===== src/rtl/fpu_writeback_unit_if.sv =====
// Bundles the writeback unit's request, decode-source and register-file
// signals. The master side drives the FPU/ALU requests and decode sources.
// The slave side is the writeback unit itself.
interface fpu_writeback_unit_if #(
   parameter int WIDTH = 32,
   parameter int DEPTH = 8
);
   localparam int CW = $clog2(DEPTH) + 1;

   logic             fpu_valid_i;
   logic [5:0]       fpu_dest_i;
   logic [WIDTH-1:0] fpu_data_i;
   logic             alu_valid_i;
   logic [5:0]       alu_dest_i;
   logic [WIDTH-1:0] alu_data_i;
   logic [5:0]       src1_i;
   logic [5:0]       src2_i;
   logic             rf_we_o;
   logic [5:0]       rf_waddr_o;
   logic [WIDTH-1:0] rf_wdata_o;
   logic             pend_hazard_o;
   logic             stall_o;
   logic [CW-1:0]    count_o;
   logic             overflow_o;

   modport master (
      output fpu_valid_i, fpu_dest_i, fpu_data_i,
      output alu_valid_i, alu_dest_i, alu_data_i,
      output src1_i, src2_i,
      input  rf_we_o, rf_waddr_o, rf_wdata_o,
      input  pend_hazard_o, stall_o, count_o, overflow_o
   );

   modport slave (
      input  fpu_valid_i, fpu_dest_i, fpu_data_i,
      input  alu_valid_i, alu_dest_i, alu_data_i,
      input  src1_i, src2_i,
      output rf_we_o, rf_waddr_o, rf_wdata_o,
      output pend_hazard_o, stall_o, count_o, overflow_o
   );
endinterface


===== src/rtl/fpu_writeback_unit.sv =====
// FPU/ALU writeback arbiter. It commits one register write per cycle with
// priority ALU > buffered FPU result > direct FPU bypass. FPU results that
// cannot write immediately are held in an in-order buffer.
module fpu_writeback_unit #(
   parameter int WIDTH = 32,
   parameter int DEPTH = 8
) (
   input logic                clk_i,
   input logic                rst_ni,
   fpu_writeback_unit_if.slave bus
);
   localparam int PW = $clog2(DEPTH);
   localparam int CW = PW + 1;

   logic [PW-1:0]    r_head;
   logic [PW-1:0]    r_tail;
   logic [CW-1:0]    r_count;
   logic [DEPTH-1:0] r_validMem;
   logic [5:0]       r_destMem [DEPTH];
   logic [WIDTH-1:0] r_dataMem [DEPTH];
   logic             r_rfWe;
   logic [5:0]       r_rfWaddr;
   logic [WIDTH-1:0] r_rfWdata;
   logic             r_overflow;

   logic             w_empty;
   logic             w_full;
   logic             w_pop;
   logic             w_bypass;
   logic             w_pushReq;
   logic             w_push;
   logic             w_drop;
   logic             w_selValid;
   logic [5:0]       w_selDest;
   logic [WIDTH-1:0] w_selData;
   logic             w_hazard;

   // The buffer drains whenever the ALU is not claiming the port. An FPU
   // result skips the buffer only when nothing older is waiting, which keeps
   // results in order. A full buffer still accepts a result in a cycle that
   // also pops.
   always_comb begin
      w_empty   = (r_count == '0);
      w_full    = (r_count == CW'(DEPTH));
      w_pop     = !w_empty && !bus.alu_valid_i;
      w_bypass  = bus.fpu_valid_i && w_empty && !bus.alu_valid_i;
      w_pushReq = bus.fpu_valid_i && !w_bypass;
      w_push    = w_pushReq && (!w_full || w_pop);
      w_drop    = w_pushReq && w_full && !w_pop;
   end

   // Pick the single write for this cycle in priority order.
   always_comb begin
      w_selValid = 1'b0;
      w_selDest  = '0;
      w_selData  = '0;
      if (bus.alu_valid_i) begin
         w_selValid = 1'b1;
         w_selDest  = bus.alu_dest_i;
         w_selData  = bus.alu_data_i;
      end else if (w_pop) begin
         w_selValid = 1'b1;
         w_selDest  = r_destMem[r_head];
         w_selData  = r_dataMem[r_head];
      end else if (w_bypass) begin
         w_selValid = 1'b1;
         w_selDest  = bus.fpu_dest_i;
         w_selData  = bus.fpu_data_i;
      end
   end

   // Flag a decode source that matches any write that has not landed yet.
   // That covers buffered entries and the write currently on the port.
   always_comb begin
      w_hazard = 1'b0;
      for (int i = 0; i < DEPTH; i++) begin
         if (r_validMem[i] && ((r_destMem[i] == bus.src1_i) || (r_destMem[i] == bus.src2_i))) begin
            w_hazard = 1'b1;
         end
      end
      if (r_rfWe && ((r_rfWaddr == bus.src1_i) || (r_rfWaddr == bus.src2_i))) begin
         w_hazard = 1'b1;
      end
   end

   // Buffer control state: pointers, occupancy and per-entry valid bits.
   // The clear happens before the set, so a full push-and-pop on the same
   // slot leaves that slot valid.
   always_ff @(posedge clk_i or negedge rst_ni) begin
      if (!rst_ni) begin
         r_head     <= '0;
         r_tail     <= '0;
         r_count    <= '0;
         r_validMem <= '0;
      end else begin
         if (w_pop) begin
            r_head             <= r_head + PW'(1);
            r_validMem[r_head] <= 1'b0;
         end
         if (w_push) begin
            r_tail             <= r_tail + PW'(1);
            r_validMem[r_tail] <= 1'b1;
         end
         if (w_push && !w_pop) begin
            r_count <= r_count + CW'(1);
         end else if (w_pop && !w_push) begin
            r_count <= r_count - CW'(1);
         end
      end
   end

   // Entry payload storage. It needs no reset because the valid bits
   // qualify every read of it.
   always_ff @(posedge clk_i) begin
      if (w_push) begin
         r_destMem[r_tail] <= bus.fpu_dest_i;
         r_dataMem[r_tail] <= bus.fpu_data_i;
      end
   end

   // Register the selected write onto the register-file port. The address
   // and data hold their last value on idle cycles.
   always_ff @(posedge clk_i or negedge rst_ni) begin
      if (!rst_ni) begin
         r_rfWe    <= 1'b0;
         r_rfWaddr <= '0;
         r_rfWdata <= '0;
      end else begin
         r_rfWe <= w_selValid;
         if (w_selValid) begin
            r_rfWaddr <= w_selDest;
            r_rfWdata <= w_selData;
         end
      end
   end

   // Sticky record of any FPU result lost to a full buffer.
   always_ff @(posedge clk_i or negedge rst_ni) begin
      if (!rst_ni) begin
         r_overflow <= 1'b0;
      end else if (w_drop) begin
         r_overflow <= 1'b1;
      end
   end

   assign bus.rf_we_o       = r_rfWe;
   assign bus.rf_waddr_o    = r_rfWaddr;
   assign bus.rf_wdata_o    = r_rfWdata;
   assign bus.count_o       = r_count;
   assign bus.overflow_o    = r_overflow;
   assign bus.pend_hazard_o = w_hazard;
   assign bus.stall_o       = (r_count >= CW'(DEPTH - 3));
endmodule


===== src/flat_wrapper.sv =====
// flat-port wrapper written by rule: the top's interface ports become plain ports
module fpu_writeback_unit_flat 
#(
   parameter int WIDTH = 32,
   parameter int DEPTH = 8
)
  (clk_i, rst_ni, bus_fpu_valid_i, bus_fpu_dest_i, bus_fpu_data_i, bus_alu_valid_i, bus_alu_dest_i, bus_alu_data_i, bus_src1_i, bus_src2_i, bus_rf_we_o, bus_rf_waddr_o, bus_rf_wdata_o, bus_pend_hazard_o, bus_stall_o, bus_count_o, bus_overflow_o);
  fpu_writeback_unit_if #(.WIDTH(WIDTH), .DEPTH(DEPTH)) bus_i ();
  input logic clk_i;
  input logic rst_ni;
  input wire logic [$bits(bus_i.fpu_valid_i)-1:0] bus_fpu_valid_i;
  input wire logic [$bits(bus_i.fpu_dest_i)-1:0] bus_fpu_dest_i;
  input wire logic [$bits(bus_i.fpu_data_i)-1:0] bus_fpu_data_i;
  input wire logic [$bits(bus_i.alu_valid_i)-1:0] bus_alu_valid_i;
  input wire logic [$bits(bus_i.alu_dest_i)-1:0] bus_alu_dest_i;
  input wire logic [$bits(bus_i.alu_data_i)-1:0] bus_alu_data_i;
  input wire logic [$bits(bus_i.src1_i)-1:0] bus_src1_i;
  input wire logic [$bits(bus_i.src2_i)-1:0] bus_src2_i;
  output wire logic [$bits(bus_i.rf_we_o)-1:0] bus_rf_we_o;
  output wire logic [$bits(bus_i.rf_waddr_o)-1:0] bus_rf_waddr_o;
  output wire logic [$bits(bus_i.rf_wdata_o)-1:0] bus_rf_wdata_o;
  output wire logic [$bits(bus_i.pend_hazard_o)-1:0] bus_pend_hazard_o;
  output wire logic [$bits(bus_i.stall_o)-1:0] bus_stall_o;
  output wire logic [$bits(bus_i.count_o)-1:0] bus_count_o;
  output wire logic [$bits(bus_i.overflow_o)-1:0] bus_overflow_o;
  assign bus_i.fpu_valid_i = bus_fpu_valid_i;
  assign bus_i.fpu_dest_i = bus_fpu_dest_i;
  assign bus_i.fpu_data_i = bus_fpu_data_i;
  assign bus_i.alu_valid_i = bus_alu_valid_i;
  assign bus_i.alu_dest_i = bus_alu_dest_i;
  assign bus_i.alu_data_i = bus_alu_data_i;
  assign bus_i.src1_i = bus_src1_i;
  assign bus_i.src2_i = bus_src2_i;
  assign bus_rf_we_o = bus_i.rf_we_o;
  assign bus_rf_waddr_o = bus_i.rf_waddr_o;
  assign bus_rf_wdata_o = bus_i.rf_wdata_o;
  assign bus_pend_hazard_o = bus_i.pend_hazard_o;
  assign bus_stall_o = bus_i.stall_o;
  assign bus_count_o = bus_i.count_o;
  assign bus_overflow_o = bus_i.overflow_o;
  fpu_writeback_unit #(.WIDTH(WIDTH), .DEPTH(DEPTH)) u_core (.clk_i(clk_i), .rst_ni(rst_ni), .bus(bus_i));
endmodule

===== config.mk =====
export PLATFORM = sky130hd
export DESIGN_NAME = fpu_writeback_unit_flat
export DESIGN_NICKNAME = d
export VERILOG_FILES = /design/src/rtl/fpu_writeback_unit_if.sv /design/src/rtl/fpu_writeback_unit.sv /design/src/flat_wrapper.sv
export SDC_FILE = /design/constraint.sdc
export NUM_CORES = 1
export LEC_CHECK = 0
export CAP_MARGIN = 20
export CELL_PAD_IN_SITES_DETAIL_PLACEMENT = 1
export CELL_PAD_IN_SITES_GLOBAL_PLACEMENT = 1
export CORE_MARGIN = 2
export CORE_UTILIZATION = 45
export DETAILED_ROUTE_END_ITERATION = 8
export PLACE_DENSITY_LB_ADDON = 0.1
export SKIP_LAST_GASP = 1
export SLEW_MARGIN = 10
export SYNTH_ARGS = -nofsm -noshare
export SYNTH_HDL_FRONTEND = slang
export SYNTH_SLANG_ARGS = --single-unit
export TNS_END_PERCENT = 30

===== constraint.sdc =====
create_clock -name clk_i -period 2.83 [get_ports clk_i]
set_input_delay 0.849 -clock clk_i [delete_from_list [all_inputs] [get_ports clk_i]]
set_output_delay 0.849 -clock clk_i [all_outputs]
set_load 0.01 [all_outputs]

==> results of run 1 <==
==> layer usage <==
metal / share of wire, % / vias up
li1: - / 3874
met5: 0 / -
met1: 45 / 4652
met2: 49 / 227
met4: 1.6 / 0
met3: 4.5 / 48
==> worst max-delay path: stages <==
cell and delay [ps]:
buf_2 120, buf_12 130, buf_4 140, xor2_1 270, nor3_2 80, o21ai_0 140, and4_1 220, nand4_1 160
buf_2 190
==> flip-flops by register name, indices dropped and copies added (netlist names) <==
register and flops:
u_core.bus.rf_wdata_o 32, u_core.bus.rf_waddr_o 6, u_core.r_dataMem 256, u_core.bus.rf_we_o 1, u_core.bus.count_o 4, u_core.bus.overflow_o 1
u_core.r_validMem 8, u_core.r_tail 3, u_core.r_head 3, u_core.r_destMem 48
==> what timing repair did <==
action                     in CTS  in global routing
pin swaps                      21                  0
gates cloned                    3                  0
gates resized for setup        78                  1
buffers inserted               17                  0
setup endpoints to repair       1                  1
==> synthesized netlist by cell type, types with 11 or more instances <==
| cell type | n | area (µm²) |
|---|---|---|
| buf_2 | 23 | 115 |
| clkbuf_1 | 21 | 78.8 |
| dfrtp_1 | 58 | 1450 |
| edfxtp_1 | 304 | 9130 |
| mux2i_1 | 76 | 761 |
| mux4_2 | 76 | 1710 |
| nand2_1 | 50 | 188 |
| nand4_1 | 17 | 106 |
| nor3_1 | 11 | 55.1 |
| o21ai_0 | 19 | 95.1 |
| o221ai_1 | 38 | 333 |
| xnor2_1 | 70 | 613 |
| xor2_1 | 46 | 403 |
==> kinds of logic (layout without fill, tap and decap cells) <==
group / after synthesis / after routing
AOI/OAI and AO/OA: 66 / 66
xor gates and xnor gates: 116 / 116
adders and majority gates: 6 / 6
buffers and inverters: 55 / 299
DFF: 362 / 362
muxes: 154 / 154
other: 0 / 1
and+or+nand+nor: 110 / 110
==> stage by stage <==
step	worst slack (ps)	std cells	TNS, ps	power, µW	util (%)
after floorplan	-245	869	-67050	10900	-
after global placement	-1060	1470	-1060	13300	53.8
after detailed placement	-1060	1470	-1060	13400	53.8
after CTS	-284	1561	-284	18500	58.5
after global routing	-352	1561	-352	19200	58.5
final	-332	1562	-332	18300	58.5
==> placed cells by master (no fill, tap or decap), types with 15 or more instances in the layout <==
cell type / n
clkbuf_1: 15
nand4_1: 17
o21ai_0: 18
buf_4: 49
edfxtp_1: 304
clkbuf_16: 41
xor2_1: 43
clkdlybuf4s50_1: 121
buf_12: 34
o221ai_1: 38
mux4_2: 76
dfrtp_1: 55
mux2i_1: 76
nand2_1: 50
xnor2_1: 62
==> power groups by stage <==
| stage | Sequential, µW | Clock (µW) | Combinational, µW |
|---|---|---|---|
| after CTS | 7680 | 5080 | 5780 |
| final | 7660 | 4990 | 5670 |
| after global routing | 7780 | 5280 | 6130 |
| after global placement | 7720 | 0 | 5610 |
| after detailed placement | 7760 | 0 | 5690 |
| after floorplan | 7510 | 0 | 3430 |
==> path summary, 6_finish.rpt <==
kind,to
worst max-delay path,bus_pend_hazard_o
worst min register to register,u_core.bus.overflow_o
worst min-delay path,u_core.bus.overflow_o
min in group clk_i,u_core.bus.overflow_o
max in group asynchronous,u_core.r_head[0]
worst max register to register,u_core.bus.count_o[3]
==> layout make-up <==
type	count	area, µm²	share of cell area, %
inverter	2	7.51	0.0381
sequential	362	10600	53.7
clock inverter	9	100	0.508
antenna	1	2.50	0.0127
clock buffer	62	1160	5.91
tap	448	561	2.84
multi-input combinational	452	4800	24.3
timing repair buffer	226	2490	12.7
==> tab_implementation.tex, run 1 <==
\begin{tabular}{lr}
\hline
Metric & Value \\
\hline
\multicolumn{2}{l}{\textbf{Synth}} \\
Sequential share of the synthesized area & 68.3\% \\
Portion of netlist area occupied by mux cells & 16.1\% \\
Main combinational cell family by area after synthesis & multiplexers \\
Xor/xnor cell area share of the yosys netlist & 6.56\% \\
Post-synth top flop & edfxtp\_1 \\
Share of synthesized cell area in full adder, half adder and majority cells & 0.533\% \\
Number of synthesized flops with an enable pin & 304 \\
Share of synthesized cell area in and, or, nand and nor gates & 3.51\% \\
Yosys warning total & 0 \\
Unique masters post-synth & 35 \\
Flops \& latches, synth & 362 \\
Net count after synthesis & 967 \\
Synth Cell Area & 15500 µm² \\
Post-synthesis average cell area & 17.8 µm² \\
Cells after synthesis & 869 \\
Complex-gate fraction of the synthesized area & 3.22\% \\
Async set or reset register ratio after synthesis & 16.0\% \\
\multicolumn{2}{l}{\textbf{GRT}} \\
Total routing resource utilization after global routing & 22.4\% \\
Met3 layer usage reported by global route & 3.38\% \\
Overflow left after global routing & 0 \\
Number of antenna violations at the first check in global routing & 1 \\
Via count of the first global-routing pass & 9669 \\
Met1 track demand over resource in global routing & 31.8\% \\
Global-route met2 utilization & 37.2\% \\
Global-route wire length before repair & 60.0 mm \\
Layer carrying the most global-route usage & met2 \\
Largest net degree at the start of global routing & 59 \\
\multicolumn{2}{l}{\textbf{Timing}} \\
Final max-slew violation count & 0 \\
Peak Freq & 0.316 GHz \\
Relative slew slack & 39.7\% \\
Least-Margin Pin Slew & 904 ps \\
Hold\_ws & 350 ps \\
Final min period & 3160 ps \\
RSZ-0062 raised after global routing & yes \\
Worst clock skew on the final layout & 23.5 ps \\
Worst Slack Setup Final & -332 ps \\
Final setup violation count & 1 \\
Hold Vio Cnt, Final & 0 \\
Share of the cycle needed by the critical path after routing & 112\% \\
\multicolumn{2}{l}{\textbf{Die}} \\
Chip Height & 190 µm \\
Floorplan die area & 35900 µm² \\
Starting utilization of the core area & 46.0\% \\
Core Rows & 67 \\
Chip width & 190 µm \\
Number of top-level pins & 138 \\
Area of the core & 33700 µm² \\
\multicolumn{2}{l}{\textbf{Power}} \\
Sequential Power Share & 41.8\% \\
VDD IR max & 0.000518 V \\
Proportion of power drawn by combinational gates & 30.9\% \\
Power per Cell Area & 929 nW/µm² \\
Clock share of power & 27.2\% \\
Static Leak & 0.00687 µW \\
Switching power share of the total & 29.7\% \\
Sw power & 5450 µW \\
Internal power & 12900 µW \\
\multicolumn{2}{l}{\textbf{Critical path}} \\
First element of the critical path & bus\_src1\_i[2] \\
Startpoint of the lowest-slack register-to-register path & u\_core.bus.count\_o[0] \\
Worst setup path category & in -> out \\
Maximum fanout encountered on the critical timing path & 6 \\
CP startpoint kind & primary input \\
Nature of the critical path endpoint & output pin \\
CP Data Arrival Time & 2310 ps \\
Worst-case register-to-register setup slack & 400 ps \\
Required time at the worst-slack endpoint & 1980 ps \\
R2R cell count & 11 \\
\multicolumn{2}{l}{\textbf{Run}} \\
Count of max-cap constraint violations & 0 \\
\multicolumn{2}{l}{\textbf{Clocking}} \\
Clock latency at the later pin of the worst-skew pair & 520 ps \\
Library cell used as clock root buffer & clkbuf\_16 \\
Reg clk slew, reported paths & 60 ps \\
Cts hold-fix bufs & 0 \\
Number of levels in the clock H-tree & 2 \\
Maximum clock insertion buffer count & 3 \\
Number of buffers created by CTS & 39 \\
Clock tree from TritonCTS & yes \\
Clock net sink count & 362 \\
\multicolumn{2}{l}{\textbf{Hold path}} \\
Class of the tightest hold or removal check & in -> async \\
\multicolumn{2}{l}{\textbf{Routing}} \\
Antenna violation net count after detailed routing & 0 \\
Total vias in the final route & 8801 \\
Count of routing violations after the opening detailed-route iteration & 653 \\
Vias per cell & 5.63 \\
First-pass detailed-route iteration total & 5 \\
Routed length per placed instance & 24.9 µm \\
Wire length after detailed routing & 38.8 mm \\
Final routed DRC violation total & 0 \\
\multicolumn{2}{l}{\textbf{Cells and area}} \\
Net count, final & 1181 \\
Cell area after layout & 19700 µm² \\
Layout filler cell count & 3028 \\
Layout-stage area growth over the synthesis result & 27.3\% \\
Fraction of layout instances using a drive strength above 1 & 24.1\% \\
\multicolumn{2}{l}{\textbf{Place}} \\
Post-place instance area & 18100 µm² \\
IO buf count & 137 \\
Final weighted congestion of routability-driven global placement & 0.872 \\
DP Wirelength & 24.5 mm \\
\multicolumn{2}{l}{\textbf{Status}} \\
Violated checks & setup timing \\
Outcome & finished, violations left \\
\hline
\end{tabular}
Note: power is estimated with default switching activity, not from simulation.
==> run 2, diff against run 1 <==
--- a/config.mk
+++ b/config.mk
@@ -9,8 +9,9 @@
 export CELL_PAD_IN_SITES_DETAIL_PLACEMENT = 1
 export CELL_PAD_IN_SITES_GLOBAL_PLACEMENT = 1
 export CORE_MARGIN = 2
-export CORE_UTILIZATION = 45
+export CORE_UTILIZATION = 49
 export DETAILED_ROUTE_END_ITERATION = 8
+export DONT_BUFFER_PORTS = 1
 export PLACE_DENSITY_LB_ADDON = 0.1
 export SKIP_LAST_GASP = 1
 export SLEW_MARGIN = 10
==> tab_implementation.tex, run 2 (same netlist as run 1, synthesis figures left out) <==
\begin{tabular}{lr}
\hline
Metric & Value \\
\hline
\multicolumn{2}{l}{\textbf{Timing}} \\
RSZ-0062 raised after global routing & yes \\
Peak Freq & 0.330 GHz \\
Relative slew slack & 46.1\% \\
Share of the cycle needed by the critical path after routing & 107\% \\
Final setup violation count & 1 \\
Final max-slew violation count & 0 \\
Worst clock skew on the final layout & 22.9 ps \\
Worst Slack Setup Final & -205 ps \\
Least-Margin Pin Slew & 808 ps \\
Hold Vio Cnt, Final & 0 \\
Final min period & 3030 ps \\
\multicolumn{2}{l}{\textbf{GRT}} \\
Largest net degree at the start of global routing & 52 \\
Number of antenna violations at the first check in global routing & 1 \\
Overflow left after global routing & 0 \\
Global-route wire length before repair & 58.9 mm \\
Total routing resource utilization after global routing & 24.4\% \\
Via count of the first global-routing pass & 9069 \\
\multicolumn{2}{l}{\textbf{Cells and area}} \\
Register containing the most flip-flops in the final layout & u\_core.r\_dataMem \\
Top library cells by usage in the layout, fill and taps aside & edfxtp\_1 (304), mux2i\_1 (76), mux4\_2 (76) \\
Net count, final & 995 \\
Final Core Density & 56.1\% \\
Largest register FFs & 256 \\
Layout-stage area growth over the synthesis result & 13.4\% \\
Most frequent standard cell in the layout excluding fill and tap cells & edfxtp\_1 \\
Fraction of layout instances using a drive strength above 1 & 21.2\% \\
\multicolumn{2}{l}{\textbf{Critical path}} \\
Largest stage delay on the critical path & 510 ps \\
Cell Chain, Critical Path & xnor2\_1 -> nand4\_1 -> nor4\_2 -> nor4\_2 -> and4\_1 -> nand4\_1 \\
Maximum fanout encountered on the critical timing path & 3 \\
Delay-heaviest family, CP & simple AND/OR/NAND/NOR gates \\
Nature of the critical path endpoint & output pin \\
Required time at the worst-slack endpoint & 1980 ps \\
Library cell contributing the largest single delay on the critical path & edfxtp\_1 \\
CP startpoint kind & flop \\
Buffers \& Inverters on Critical Path & 0 \\
Worst setup path category & reg -> out \\
CP Data Arrival Time & 2190 ps \\
\multicolumn{2}{l}{\textbf{Routing}} \\
Antenna violation net count after detailed routing & 0 \\
Vias per cell & 6.11 \\
First-pass detailed-route iteration total & 4 \\
Final routed DRC violation total & 0 \\
Count of routing violations after the opening detailed-route iteration & 473 \\
Wire length after detailed routing & 38.9 mm \\
Total vias in the final route & 8123 \\
Routed length per placed instance & 29.3 µm \\
\multicolumn{2}{l}{\textbf{Die}} \\
Chip Height & 182 µm \\
Floorplan die area & 33100 µm² \\
Area of the core & 31300 µm² \\
Chip width & 182 µm \\
Number of top-level pins & 138 \\
Core Rows & 65 \\
Starting utilization of the core area & 49.5\% \\
\multicolumn{2}{l}{\textbf{Clocking}} \\
Library cell used as clock root buffer & clkbuf\_16 \\
Maximum clock insertion buffer count & 3 \\
Clock net sink count & 362 \\
Number of levels in the clock H-tree & 2 \\
Clock tree from TritonCTS & yes \\
Number of buffers created by CTS & 39 \\
Clock latency at the later pin of the worst-skew pair & 530 ps \\
Reg clk slew, reported paths & 60 ps \\
\multicolumn{2}{l}{\textbf{Status}} \\
Outcome & finished, violations left \\
Violated checks & setup timing \\
\multicolumn{2}{l}{\textbf{Power}} \\
Proportion of power drawn by combinational gates & 25.6\% \\
Sequential Power Share & 45.3\% \\
Power per Cell Area & 989 nW/µm² \\
Clock share of power & 29.1\% \\
Static Leak & 0.00592 µW \\
Overall power after layout & 17400 µW \\
Switching power share of the total & 30.2\% \\
Internal power & 12100 µW \\
VDD IR max & 0.000600 V \\
Sw power & 5240 µW \\
\multicolumn{2}{l}{\textbf{Hold path}} \\
Class of the tightest hold or removal check & in -> async \\
\multicolumn{2}{l}{\textbf{Place}} \\
DP Wirelength & 24.6 mm \\
IO buf count & 0 \\
Dpl ws & -32.2 ps \\
Final weighted congestion of routability-driven global placement & 0.859 \\
\multicolumn{2}{l}{\textbf{Run}} \\
Count of max-cap constraint violations & 0 \\
\hline
\end{tabular}
-- run 2: cell count changes in the layout (fill, tap and decap cells not counted), sizes merged --
cell	previous run	this run
clkdlybuf4s50	121	0
buf	103	39
inv	1	4
bufbuf	2	0
clkbuf	62	60
clkinv	7	5
bufinv	2	3
clkinvlp	1	0
dlygate4sd3	0	1
-- run 2: final timing paths --
path                       slack (ps)  cells after the start                    from                         to
min in group clk_i                410                      0       bus_fpu_data_i[5]     u_core.r_dataMem[3][5]
min                                20                      0                  rst_ni  u_core.bus.rf_wdata_o[23]
min reg2reg                       540                      1        u_core.r_tail[0]           u_core.r_tail[0]
max reg2reg                       390                     11   u_core.bus.count_o[0]      u_core.bus.count_o[3]
max                              -200                      6  u_core.r_destMem[0][5]          bus_pend_hazard_o
max in group asynchronous        1600                      1                  rst_ni           u_core.r_head[0]
-- run 2: per-stage QoR --
step / setup TNS (ps) / hold slack (ps) / std cells / cell area (µm²)
2_1_floorplan: -67050 / 463 / 869 / 15500
3_3_place_gp: -18.1 / 497 / 1255 / 16200
3_5_place_dp: -32.2 / 522 / 1255 / 16200
4_1_cts: -202 / 1.03 / 1327 / 17500
5_1_grt: -264 / 0.514 / 1328 / 17600
6_report: -205 / 21.6 / 1329 / 17600
-- run 2: timing repair --
action / 4_1_cts / 5_1_grt
pin swaps: 1 / 3
gates resized for setup: 5 / 3
hold endpoints to repair: 8 / 0
cloned: 0 / 0
setup endpoints to repair: 1 / 1
hold buffers: 1 / 0
setup buffers: 1 / 1
-- run 2: final cells by class --
| type | instances | area (µm²) |
|---|---|---|
| Clock inverter | 10 | 144 |
| Tap cell | 402 | 503 |
| Multi-Input combinational cell | 452 | 4720 |
| Inverter | 2 | 7.51 |
| Sequential cell | 362 | 10600 |
| Clock buffer | 60 | 1130 |
| Fill cell | 2759 | 13700 |
| Antenna cell | 1 | 2.50 |
| Timing Repair Buffer | 40 | 478 |
-- run 2: per-layer routing --
layer	vias up	wire length (µm)	track usage, %
li1	3504	-	-
met4	0	907	6.57
met5	-	0	0
met3	66	2100	4.39
met2	232	19300	40.8
met1	4321	16600	33.2
-- run 2: power by group through the flow --
stage	Sequential [µW]	Combinational (µW)	Clock (µW)
floorplan	7510	3430	0
global placement	7910	4410	0
detailed placement	7980	4520	0
CTS	7890	4540	5150
global route	7990	4840	5340
finish	7880	4450	5050
